`src/rtl/req_gnt_pkg.sv`:
```
// Shared parameters and helpers for the req/en/gnt requester-side client.
// Helpers work on a fixed-width vector so any line count up to MAX_N can share them.
package req_gnt_pkg;

    localparam int unsigned N_DEF            = 4;
    localparam int unsigned CNT_W_DEF        = 2;
    localparam int unsigned STARVE_LIMIT_DEF = 8;
    localparam int unsigned MAX_N            = 32;
    localparam int unsigned MAX_IDX_W        = $clog2(MAX_N);

    typedef enum logic {
        ERR_OK  = 1'b0,
        ERR_SET = 1'b1
    } err_state_e;

    // True when exactly one bit of v is set.
    function automatic logic onehot_chk(input logic [MAX_N-1:0] v);
        return (v != '0) && ((v & (v - MAX_N'(1))) == '0);
    endfunction

    // OR-of-indices encoder: exact for one-hot input, no priority chain.
    function automatic logic [MAX_IDX_W-1:0] onehot_idx(input logic [MAX_N-1:0] v);
        logic [MAX_IDX_W-1:0] idx;
        idx = '0;
        for (int unsigned i = 0; i < MAX_N; i++) begin
            if (v[i]) begin
                idx = idx | MAX_IDX_W'(i);
            end
        end
        return idx;
    endfunction

endpackage

```
`src/rtl/req_gnt_line.sv`:
```
// One request line: saturating pending counter, starvation wait counter and drop pulse.
module req_gnt_line
    import req_gnt_pkg::*;
#(
    parameter int unsigned CNT_W        = CNT_W_DEF,
    parameter int unsigned STARVE_LIMIT = STARVE_LIMIT_DEF
) (
    input  logic             clock,
    input  logic             reset,
    input  logic             new_req,
    input  logic             acc,
    output logic [CNT_W-1:0] pend_cnt,
    output logic             req,
    output logic             drop,
    output logic             starve
);

    localparam int unsigned WAIT_W = $clog2(STARVE_LIMIT + 1);

    logic [WAIT_W-1:0] wait_cnt;
    logic [WAIT_W-1:0] wait_next;
    logic [CNT_W-1:0]  pend_next;
    logic              drop_next;
    logic              full;

    assign req    = (pend_cnt != '0);
    assign full   = (pend_cnt == {CNT_W{1'b1}});
    assign starve = (wait_cnt == WAIT_W'(STARVE_LIMIT));

    // Next-state for pending count, drop pulse and wait counter.
    always_comb begin
        pend_next = pend_cnt;
        drop_next = 1'b0;
        wait_next = wait_cnt;

        case ({new_req, acc})
            2'b10: begin
                if (full) begin
                    drop_next = 1'b1;
                end else begin
                    pend_next = pend_cnt + CNT_W'(1);
                end
            end
            2'b01: begin
                if (req) begin
                    pend_next = pend_cnt - CNT_W'(1);
                end
            end
            default: begin
                pend_next = pend_cnt;
            end
        endcase

        if (!req || acc) begin
            wait_next = '0;
        end else if (wait_cnt != WAIT_W'(STARVE_LIMIT)) begin
            wait_next = wait_cnt + WAIT_W'(1);
        end
    end

    always_ff @(posedge clock) begin
        if (reset) begin
            pend_cnt <= '0;
            wait_cnt <= '0;
            drop     <= 1'b0;
        end else begin
            pend_cnt <= pend_next;
            wait_cnt <= wait_next;
            drop     <= drop_next;
        end
    end

endmodule

```
`src/rtl/req_gnt_client.sv`:
```
// Requester-side end of the req/en/gnt handshake: per-line queues, grant legality
// checking, served-index reporting and a sticky protocol-error flag.
module req_gnt_client
    import req_gnt_pkg::*;
#(
    parameter int unsigned N            = N_DEF,
    parameter int unsigned CNT_W        = CNT_W_DEF,
    parameter int unsigned STARVE_LIMIT = STARVE_LIMIT_DEF
) (
    input  logic                     clock,
    input  logic                     reset,
    input  logic [N-1:0]             new_req,
    input  logic [N-1:0]             gnt,
    output logic [N-1:0]             req,
    output logic                     en,
    output logic [N-1:0][CNT_W-1:0]  pend_cnt,
    output logic                     served_valid,
    output logic [$clog2(N)-1:0]     served_idx,
    output logic [N-1:0]             drop,
    output logic [N-1:0]             starve,
    output logic                     proto_err
);

    localparam int unsigned IDX_W = $clog2(N);

    logic       gnt_legal;
    logic [N-1:0] acc;
    err_state_e err_state;
    err_state_e err_next;

    assign en = |req;

    // A grant is legal only if idle, or one-hot onto a currently requesting line.
    always_comb begin
        gnt_legal = (gnt == '0)
                 || (onehot_chk(MAX_N'(gnt)) && ((gnt & req) == gnt) && en);
        acc       = gnt_legal ? gnt : '0;
    end

    for (genvar i = 0; i < int'(N); i++) begin : g_line
        req_gnt_line #(
            .CNT_W        (CNT_W),
            .STARVE_LIMIT (STARVE_LIMIT)
        ) u_line (
            .clock    (clock),
            .reset    (reset),
            .new_req  (new_req[i]),
            .acc      (acc[i]),
            .pend_cnt (pend_cnt[i]),
            .req      (req[i]),
            .drop     (drop[i]),
            .starve   (starve[i])
        );
    end

    // Sticky error: any illegal grant latches ERR_SET until reset.
    always_comb begin
        err_next = err_state;
        if (!gnt_legal) begin
            err_next = ERR_SET;
        end
    end

    always_ff @(posedge clock) begin
        if (reset) begin
            err_state <= ERR_OK;
        end else begin
            err_state <= err_next;
        end
    end

    assign proto_err = (err_state == ERR_SET);

    always_ff @(posedge clock) begin
        if (reset) begin
            served_valid <= 1'b0;
            served_idx   <= '0;
        end else begin
            served_valid <= |acc;
            served_idx   <= (|acc) ? IDX_W'(onehot_idx(MAX_N'(acc))) : '0;
        end
    end

endmodule
```
`config.mk`:
```
export PLATFORM = sky130hd
export DESIGN_NAME = req_gnt_client
export DESIGN_NICKNAME = d
export VERILOG_FILES = /design/src/rtl/req_gnt_pkg.sv /design/src/rtl/req_gnt_line.sv /design/src/rtl/req_gnt_client.sv
export SDC_FILE = /design/constraint.sdc
export NUM_CORES = 1
export LEC_CHECK = 0
export ABC_AREA = 1
export CAP_MARGIN = 10
export CORE_AREA = 4 4 66 68
export DETAILED_ROUTE_END_ITERATION = 12
export DIE_AREA = 0 0 70 72
export PLACE_DENSITY = 0.77
export SYNTH_ARGS = -nofsm -noshare
export SYNTH_HDL_FRONTEND = slang
export SYNTH_SLANG_ARGS = --single-unit
```
`constraint.sdc`:
```
create_clock -name clock -period 2 [get_ports clock]
set_clock_uncertainty 0.15 [all_clocks]
set_input_delay 0.5 -clock clock [delete_from_list [all_inputs] [get_ports clock]]
set_output_delay 0.5 -clock clock [all_outputs]
set_load 0.05 [all_outputs]
```
### Yosys cells after proc, flatten, opt, wreduce, memory -nomap -nowiden

Cells that the tools add are included.
W data, S select, Z words.

* register bits after elaboration: 32
* bits of input ports: 10
* word-level logic and storage cells: 122
* output and inout port bits: 25

* reduce and logical (&&, ||, !) cells: 38
* equal/unequal tests: 29
* $add $sub $neg: 13
* bitwise gates (word level): 7
* mux-type cells: 20

Operators with widths (count)
* $and A4 B32 Y32: 1
* $logic_not A32 Y1: 1
* $mux W2: 10
* $reduce_or A2 Y1: 9
* $add A4 B1 Y4 const B: 4
* $eq A2 B2 Y1 const B: 8
* $eq A4 B4 Y1 const B: 4
* $ne A4 B4 Y1 const B: 4
* $pmux W2 S2: 4
* $reduce_bool A2 Y1: 8
* $reduce_and A3 Y1: 4
* $add A2 B1 Y2 const B: 4
* $eq A2 B1 Y1 const B: 4
* $ne A2 B1 Y1 const B: 4
* $ne A2 B2 Y1 const B: 4
* $reduce_or A4 Y1: 2
* $sub A2 B1 Y2 const B: 4
* $logic_or A1 B1 Y1: 5
* $mux W1: 5
* $not A1 Y1: 5
* $sub A4 B1 Y5 const B: 1
* $and A4 B4 Y4: 1
* $eq A4 B4 Y1: 1
* $logic_not A1 Y1: 4
* 4 further kinds: 6

### Logic depth before layout (Yosys ltp)

Gate-level depths: netlist (run 1).

* word-level depth: 11
* mapped depth: 11
* mapped depth without buffers: 11

### Cells and area by module

From an unflattened synthesis (run 1), not the netlist that was laid out.

* cells, all modules: 235
* area, all modules: 1684.1 um^2

By module, submodules not included
* req_gnt_line: cells an instance 48, seq. area each 140.1 um^2, instances 4, area an instance 352.8 um^2
* req_gnt_client: cells an instance 43, seq. area each 80.1 um^2, instances 1, area an instance 272.8 um^2

### Worst setup path after synthesis (run 1)

OpenSTA, ideal clock, no wires.

* path type: flip-flop to flip-flop
* start point: reg g_line[2].u_line.pend_cnt[0]
* end point: reg g_line[1].u_line.pend_cnt[0]
* data arrival time: 1.901 ns
* period minus slack after synthesis: 2.193 ns
* path buffers: 0
* setup time: 0.141 ns
* data required time: 1.709 ns
* setup slack: -0.193 ns
* stages on the path, launching flop included: 10
* path through: dfxtp_1 nor2_2 nand2_1 nand2_2 nor2_8 nand4_4 ha_1 a21oi_1 and2_1 a21oi_1

* longest elaborated chain between the ends: 10
* elaborated cells between the ends (all ways): 15
* classes of those cells: eq/ne (5); mux (2); bitwise (1); reduce/logical (7)

RTL lines
* from (decl): RTL line req_gnt_line.sv:12 `output logic [CNT_W-1:0] pend_cnt,`
* from (signal assigned): RTL line req_gnt_line.sv:67 `pend_cnt <= pend_next;`
* $reduce_bool A2 Y1 (*): RTL line req_gnt_line.sv:26 `assign req = (pend_cnt != '0);`
* $and A4 B4 Y4: RTL line req_gnt_client.sv:36 `|| (onehot_chk(MAX_N'(gnt)) && ((gnt & req) == gnt) && en);`
* $eq A4 B4 Y1: RTL line req_gnt_client.sv:36
* $logic_and A1 B1 Y1: RTL line req_gnt_client.sv:36
* $logic_and A1 B1 Y1 (*): RTL line req_gnt_client.sv:36
* $logic_or A1 B1 Y1 (*): RTL line req_gnt_client.sv:36
* $mux W4 (*): RTL line req_gnt_client.sv:37 `acc = gnt_legal ? gnt : '0;`
* $eq A2 B1 Y1 / $eq A2 B2 Y1 (equally long branches): RTL line req_gnt_line.sv:36 `case ({new_req, acc})`
* $ne A2 B1 Y1 (no line) (tied with other cells)
* $reduce_and A3 Y1 (no line)
* to (signal assigned): RTL line req_gnt_line.sv:67
* to (decl): RTL line req_gnt_line.sv:12

Mark *: on every way between the ends. The rest lies on a longest branch, timed or not.
A chain may end at the register's enable or synchronous reset.

### Worst setup path after layout (run 1)

* start point: in gnt[3]
* end point: reg g_line[0].u_line.pend_cnt[1]

* longest elaborated chain between the ends: 11
* elaborated cells between the ends (all ways): 19
* classes of those cells: add/sub (1); eq/ne (5); mux (2); bitwise (2); reduce/logical (9)

RTL lines
* from (decl): RTL line req_gnt_client.sv:13 `input logic [N-1:0] gnt,`
* $sub A4 B1 Y5: RTL line req_gnt_pkg.sv:18 `return (v != '0) && ((v & (v - MAX_N'(1))) == '0);`
* $and A4 B32 Y32: RTL line req_gnt_pkg.sv:18
* $logic_not A32 Y1: RTL line req_gnt_pkg.sv:18
* $logic_and A1 B1 Y1: RTL line req_gnt_pkg.sv:18
* $logic_and A1 B1 Y1 (2 in series): RTL line req_gnt_client.sv:36
* $logic_or A1 B1 Y1 (*): RTL line req_gnt_client.sv:36
* $mux W4 (*): RTL line req_gnt_client.sv:37
* $eq A2 B1 Y1 / $eq A2 B2 Y1 (equally long branches): RTL line req_gnt_line.sv:36
* $ne A2 B1 Y1 (no line) (tied with other cells)
* $reduce_and A3 Y1 (no line)
* to (signal assigned): RTL line req_gnt_line.sv:67
* to (decl): RTL line req_gnt_line.sv:12

Marked as above.

==> impl_metrics.env, run 1 <==
export IMPL_status="completed"
export IMPL_synth_seq_cells=32
export IMPL_design_area_sq_mm=0.002589
export IMPL_tritoncts="yes"
export IMPL_multi_input_area_sq_mm=0.001031
export IMPL_grt_pass1_wl_mm=6.803
export IMPL_required_ns=2.02
export IMPL_slew_viol_final=0
export IMPL_synth_area_top_cells="dfxtp_1 34%, ha_1 11%, inv_1 10%"
export IMPL_io_pins=35
export IMPL_p_comb_share_pct=29.5
export IMPL_antenna_left=0
export IMPL_seq_area_sq_um=655.6
export IMPL_cts_buffers=5
export IMPL_seqPwrFrac_pct=43.0
export IMPL_drive_gt1_share_pct=35.41
export IMPL_rr_endpoint="g_line[0].u_line.pend_cnt[1]"
export IMPL_syn_nets=271
export IMPL_fmax_ghz=0.5262
export IMPL_reg2reg_depth=10
export IMPL_p_sw_share_pct=33.62
export IMPL_antenna_found_initial=0
export IMPL_dieArea_sq_mm=0.005040
export IMPL_grt_pass1_vias=1617
export IMPL_r2r_start="g_line[3].u_line.pend_cnt[0]"
export IMPL_hold_path_cell_count=1
export IMPL_first_pass_iters=4
export IMPL_clock_latency_ns=0.28
export IMPL_die_w_um=70
export IMPL_cp_num_buf_inv=2
export IMPL_synth_top_area_cell="dfxtp_1"
export IMPL_hp_class="reg2reg"
export IMPL_track_usage_pct=16.61
export IMPL_crit_type="in2reg"
export IMPL_critical_path_cell_chain="dlygate4sd2_1, nand2_1, nand2_2, nor2_8, nand4_4, inv_1, ha_1, a21oi_2, and2_4, a21oi_1"
export IMPL_cts_buffer_depth=2
export IMPL_syn_to_final_growth_pct=37.84
export IMPL_syn_area_sq_mm=0.001878
export IMPL_post_place_ws_ns=-0.4454
export IMPL_finalHoldViolations=0
export IMPL_power_density_mw_per_mm2=638.7
export IMPL_route_detailed_drc=0
export IMPL_netlist_area_leader_share_pct=34.11
export IMPL_clock_sinks=32
export IMPL_slowest_stage="dlygate4sd2_1"
export IMPL_gp_congestion=0.7718
export IMPL_period_share_pct=95.02
export IMPL_critPathMaxStageDelay_ns=0.26
export IMPL_cts_max_level=2
export IMPL_critPathCaptureType="flop"
export IMPL_fillers=344
export IMPL_leakagePower_nw=1.306
export IMPL_netlist_cell_type_count=20
export IMPL_worstHoldStart="g_line[2].u_line.pend_cnt[0]"
export IMPL_yosysWarningCount=0
export IMPL_drtIter0Drc=92
export IMPL_core_sq_mm=0.003856
export IMPL_setup_viol=0
export IMPL_worst_slack_ns=0.09951
export IMPL_synthCells=245
export IMPL_wl_per_cell_um=11.15
export IMPL_nets=331
export IMPL_ys_seq_area_share_pct=34.11
export IMPL_final_min_clock_period_ns=1.900
export IMPL_vias_per_cell=4.544
export IMPL_num_rows=23
export IMPL_wl_mm=3.960
export IMPL_place_area_sq_mm=0.002365
export IMPL_numPortBuffers=34
export IMPL_crit_cells=10
export IMPL_clk_pin_slew_worst_paths_ns=0.06
export IMPL_r2r_slack_ns=0.16
export IMPL_clock_power_share_pct=27.5
export IMPL_grt_overflow_total=0
export IMPL_tightest_slew_ns=0.2529
export IMPL_clockRootBuffer="clkbuf_8"
export IMPL_tns_ns=0
export IMPL_grt_start_max_net_pins=10
export IMPL_worstPathArrival_ns=1.92
export IMPL_syn_avg_cell_area_sq_um=7.666
export IMPL_hold_end="g_line[2].u_line.pend_cnt[0]"
export IMPL_die_y_um=72
export IMPL_hpwl_mm=2.933
export IMPL_cp_start_kind="primary input"
export IMPL_critPathMaxFanout=5
export IMPL_peakVddDrop_mv=0.4133
export IMPL_cap_violations=0
export IMPL_crit_family="simple AND/OR/NAND/NOR gates"
export IMPL_max_slew_margin_pct=83.12
export IMPL_diodes=0
export IMPL_p_sw_w=0.0005558
export IMPL_num_vias=1613
export IMPL_p_int_w=0.001098
export IMPL_start_util_pct=48.70
## cell usage after synthesis
cell type,n
a21oi_1,17
and2_1,4
buf_4,12
clkbuf_1,1
dfxtp_1,32
ha_1,16
inv_1,51
inv_2,1
nand2_1,25
nand2_2,6
nand3_1,9
nand4_1,1
nand4_4,4
nor2_1,30
nor2_2,4
nor2_4,2
nor2_8,1
o21ai_0,16
o21ai_1,1
xor2_1,12
## state kept, by name (all words and copies together), names as in the netlist
name / cells
g_line.u_line.drop: 4
served_valid: 1
g_line.u_line.wait_cnt: 16
proto_err: 1
served_idx: 2
g_line.u_line.pend_cnt: 8
## layer usage
layer	track usage (%)	up-vias	routed length, um
li1	-	861	-
met1	18.99	719	1750
met2	30.01	27	1976
met3	4.432	6	170
met4	5.745	0	62
met5	0	-	0
## how the worst max path moves through the flow
stage	slack, ns	end	start
floorplan	0.02	g_line[1].u_line.pend_cnt[0]	g_line[2].u_line.pend_cnt[0]
global placement	-0.42	g_line[2].u_line.pend_cnt[1]	gnt[0]
detailed placement	-0.45	g_line[1].u_line.pend_cnt[1]	gnt[0]
CTS	0.002	starve[3]	g_line[3].u_line.wait_cnt[0]
global route	-0.008	g_line[0].u_line.pend_cnt[1]	gnt[3]
finish	0.1	g_line[0].u_line.pend_cnt[1]	gnt[3]
## cells by family (layout without fill, tap and decap cells)
logic type / Yosys count / in the layout / share of synthesized area (%)
AO/OA/AOI/OAI: 34 / 34 / 9.060
AND/OR/NAND/NOR: 86 / 86 / 25.18
flip-flops: 32 / 32 / 34.11
XOR/XNOR: 12 / 12 / 5.596
buffers and inverters: 65 / 125 / 15.39
adder cells (fa/ha/maj): 16 / 16 / 10.66
## repair_timing
item | in CTS | in global routing
setup endpoints to repair | 10 | 7
hold buffers | 0 | 0
setup buffers | 6 | 2
resized for setup | 18 | 6
gates cloned | 0 | 0
pin swaps | 11 | 3
## per-stage QoR
stage	std cells	total power [W]	utilization, %	hold WS [ns]
finish	355	0.001653	67.13	0.3163
global placement	340	0.001162	61.32	0.3037
global route	355	0.001745	67.13	0.3469
CTS	353	0.001656	66.16	0.3186
floorplan	245	0.001030	-	0.3450
detailed placement	340	0.001172	61.32	0.3091
## final cells by class
type	count	area share, %
multi-input cells	148	39.83
flip-flops and latches	32	25.33
repair buffers	66	21.89
inverters	52	7.540
clock buffers	6	2.803
well taps	50	2.417
clock inverters	1	0.1933
## cell usage in the layout, fill, tap and decap left out
cell type,n
dlygate4sd2_1,4
and2_4,4
a21oi_2,4
nor2_2,4
nand2_1,25
nand4_4,4
dfxtp_2,12
xor2_1,12
nor2_4,2
clkdlybuf4s50_1,5
nand3_2,4
dfxtp_1,20
nand2_2,6
buf_4,52
nand3_1,5
nor2_8,1
clkinv_2,1
nand4_1,1
o21ai_1,1
clkbuf_8,5
ha_4,3
inv_1,51
a21oi_1,13
nor2_1,30
buf_12,4
inv_2,1
ha_1,13
clkbuf_1,1
buf_6,1
o21ai_0,16
## power groups by stage
| stage | registers, W | logic [W] | clock network (W) |
|---|---|---|---|
| floorplan | 0.000782 | 0.000248 | 0 |
| global placement | 0.000722 | 0.000440 | 0 |
| detailed placement | 0.000723 | 0.000449 | 0 |
| CTS | 0.000710 | 0.000477 | 0.000469 |
| global route | 0.000717 | 0.000529 | 0.000499 |
| finish | 0.000711 | 0.000487 | 0.000455 |
Note: power is estimated with default switching activity, not from simulation.
==> run 2: changes to the inputs <==
--- a/config.mk
+++ b/config.mk
@@ -8,6 +8,8 @@
 export ABC_AREA = 1
 export CAP_MARGIN = 10
 export CORE_AREA = 4 4 66 68
+export CTS_BUF_LIST = sky130_fd_sc_hd__clkbuf_8 sky130_fd_sc_hd__clkbuf_16
+export CTS_CLUSTER_SIZE = 12
 export DETAILED_ROUTE_END_ITERATION = 12
 export DIE_AREA = 0 0 70 72
 export PLACE_DENSITY = 0.77
==> impl_metrics.env, run 2 (same netlist as run 1, synthesis figures left out) <==
export IMPL_drive_gt1_share_pct=35.41
export IMPL_clock_sinks=32
export IMPL_num_vias=1613
export IMPL_crit_start="gnt[3]"
export IMPL_start_util_pct=48.70
export IMPL_stdcell_count=355
export IMPL_leakagePower_nw=1.310
export IMPL_die_w_um=70
export IMPL_clk_pin_slew_worst_paths_ns=0.06
export IMPL_crit_family="simple AND/OR/NAND/NOR gates"
export IMPL_placed_cells=340
export IMPL_antenna_found_initial=0
export IMPL_dieArea_sq_mm=0.005040
export IMPL_grt_pass1_wl_mm=6.803
export IMPL_postCtsHoldBufs=0
export IMPL_largest_reg_flops=16
export IMPL_tightest_slew_ns=0.2529
export IMPL_cts_buffer_depth=2
export IMPL_worstHoldStart="g_line[2].u_line.pend_cnt[0]"
export IMPL_top_register="g_line.u_line.wait_cnt"
export IMPL_syn_to_final_growth_pct=37.84
export IMPL_critical_path_cell_chain="dlygate4sd2_1, nand2_1, nand2_2, nor2_8, nand4_4, inv_1, ha_1, a21oi_2, and2_4, a21oi_1"
export IMPL_grt_start_max_net_pins=10
export IMPL_slew_viol_final=0
export IMPL_r2r_start="g_line[3].u_line.pend_cnt[0]"
export IMPL_critPathMaxStageDelay_ns=0.26
export IMPL_vias_per_cell=4.544
export IMPL_final_cell_mix="52 x inv_1, 52 x buf_4, 30 x nor2_1"
export IMPL_clockRootBuffer="clkbuf_8"
export IMPL_fillers=344
export IMPL_cap_violations=0
export IMPL_diodes=0
export IMPL_antenna_left=0
export IMPL_core_sq_mm=0.003856
export IMPL_largestRegisters="g_line.u_line.wait_cnt x16, g_line.u_line.pend_cnt x8, g_line.u_line.drop x4"
export IMPL_first_pass_iters=4
export IMPL_critPathCaptureType="flop"
export IMPL_die_y_um=72
export IMPL_grt_overflow_total=0
export IMPL_total_power_w=0.001649
export IMPL_cts_buffers=5
export IMPL_fin_util_pct=67.13
export IMPL_max_slew_margin_pct=83.12
export IMPL_route_detailed_drc=0
export IMPL_peakVddDrop_mv=0.4133
export IMPL_cp_start_kind="primary input"
export IMPL_wl_mm=3.960
export IMPL_fmax_ghz=0.5262
export IMPL_tritoncts="yes"
export IMPL_slowest_stage="dlygate4sd2_1"
export IMPL_wl_per_cell_um=11.15
export IMPL_grt_pass1_vias=1617
export IMPL_hpwl_mm=2.933
export IMPL_cp_num_buf_inv=2
export IMPL_final_min_clock_period_ns=1.900
export IMPL_cts_max_level=2
export IMPL_clock_latency_ns=0.28
export IMPL_crit_type="in2reg"
export IMPL_worstPathArrival_ns=1.92
export IMPL_period_share_pct=95.02
export IMPL_gp_congestion=0.7718
export IMPL_drtIter0Drc=97
export IMPL_tns_ns=0
export IMPL_finalHoldViolations=0
export IMPL_setup_viol=0
export IMPL_status="completed"
export IMPL_required_ns=2.02
export IMPL_track_usage_pct=16.61
export IMPL_num_rows=23
export IMPL_io_pins=35
export IMPL_numPortBuffers=34
export IMPL_nets=331
export IMPL_power_density_mw_per_mm2=636.9
export IMPL_hp_class="reg2reg"
export IMPL_critPathMaxFanout=5
[run 2: changes by cell type in the layout (fill, tap and decap cells not counted), sizes merged]
cell,before,now
inv,52,53
clkbuf,6,5
[run 2: area by class of cell]
cell class | count | area, sq um | share of cell area (%)
clock buffer | 5 | 68.82 | 2.658
clock inverter | 2 | 8.758 | 0.3383
inverter | 52 | 195.2 | 7.540
multi-input combinational | 148 | 1031 | 39.83
sequential | 32 | 655.6 | 25.33
tap | 50 | 62.56 | 2.417
timing repair buffer | 66 | 566.8 | 21.89
[run 2: worst register-to-register path: cells and delay by family, from the launching register on]
kind	cells	cell delay, ns
flip-flops	1	0.36
AO/OA/AOI/OAI	2	0.20
AND/OR/NAND/NOR	6	0.70
buffers and inverters	1	0.08
adder cells (fa/ha/maj)	1	0.23
[run 2: what timing repair did]
item                       CTS  global route
resized for setup           18             6
pin swaps                   11             3
setup endpoints to repair   10             7
setup buffers                6             2
[run 2: worst paths after layout]
| path | end | slack, ns | depth (start not counted) |
|---|---|---|---|
| hold / removal | g_line[2].u_line.pend_cnt[0] | 0.32 | 1 |
| hold reg to reg | g_line[2].u_line.pend_cnt[0] | 0.32 | 1 |
| setup / recovery | g_line[0].u_line.pend_cnt[1] | 0.1 | 10 |
| setup reg to reg | g_line[0].u_line.pend_cnt[1] | 0.16 | 10 |
[run 2: where the power goes]
group | switching, W | leakage, nW | total, W | internal, W
Clock | 0.000219 | 0.0452 | 0.000450 | 0.000231
Sequential | 0.0000348 | 0.265 | 0.000711 | 0.000677
Combinational | 0.000302 | 1.00 | 0.000487 | 0.000185
Total | 0.000556 | 1.31 | 0.00165 | 0.00109
[run 2: per-stage QoR]
step,setup WS [ns],hold WS [ns],cell area [sq um]
3_5_place_dp,-0.4454,0.3091,2365
4_1_cts,0.002221,0.3186,2551
3_3_place_gp,-0.4157,0.3037,2365
6_report,0.09951,0.3163,2589
5_1_grt,-0.008445,0.3469,2589
2_1_floorplan,0.02101,0.3450,1888
[run 2: per-layer routing]
layer	up-vias	track usage (%)	share of wire [%]
met3	6	4.432	4.3
met1	719	18.99	44
li1	861	-	-
met4	0	5.745	1.6
met2	27	30.01	50
met5	-	0	0
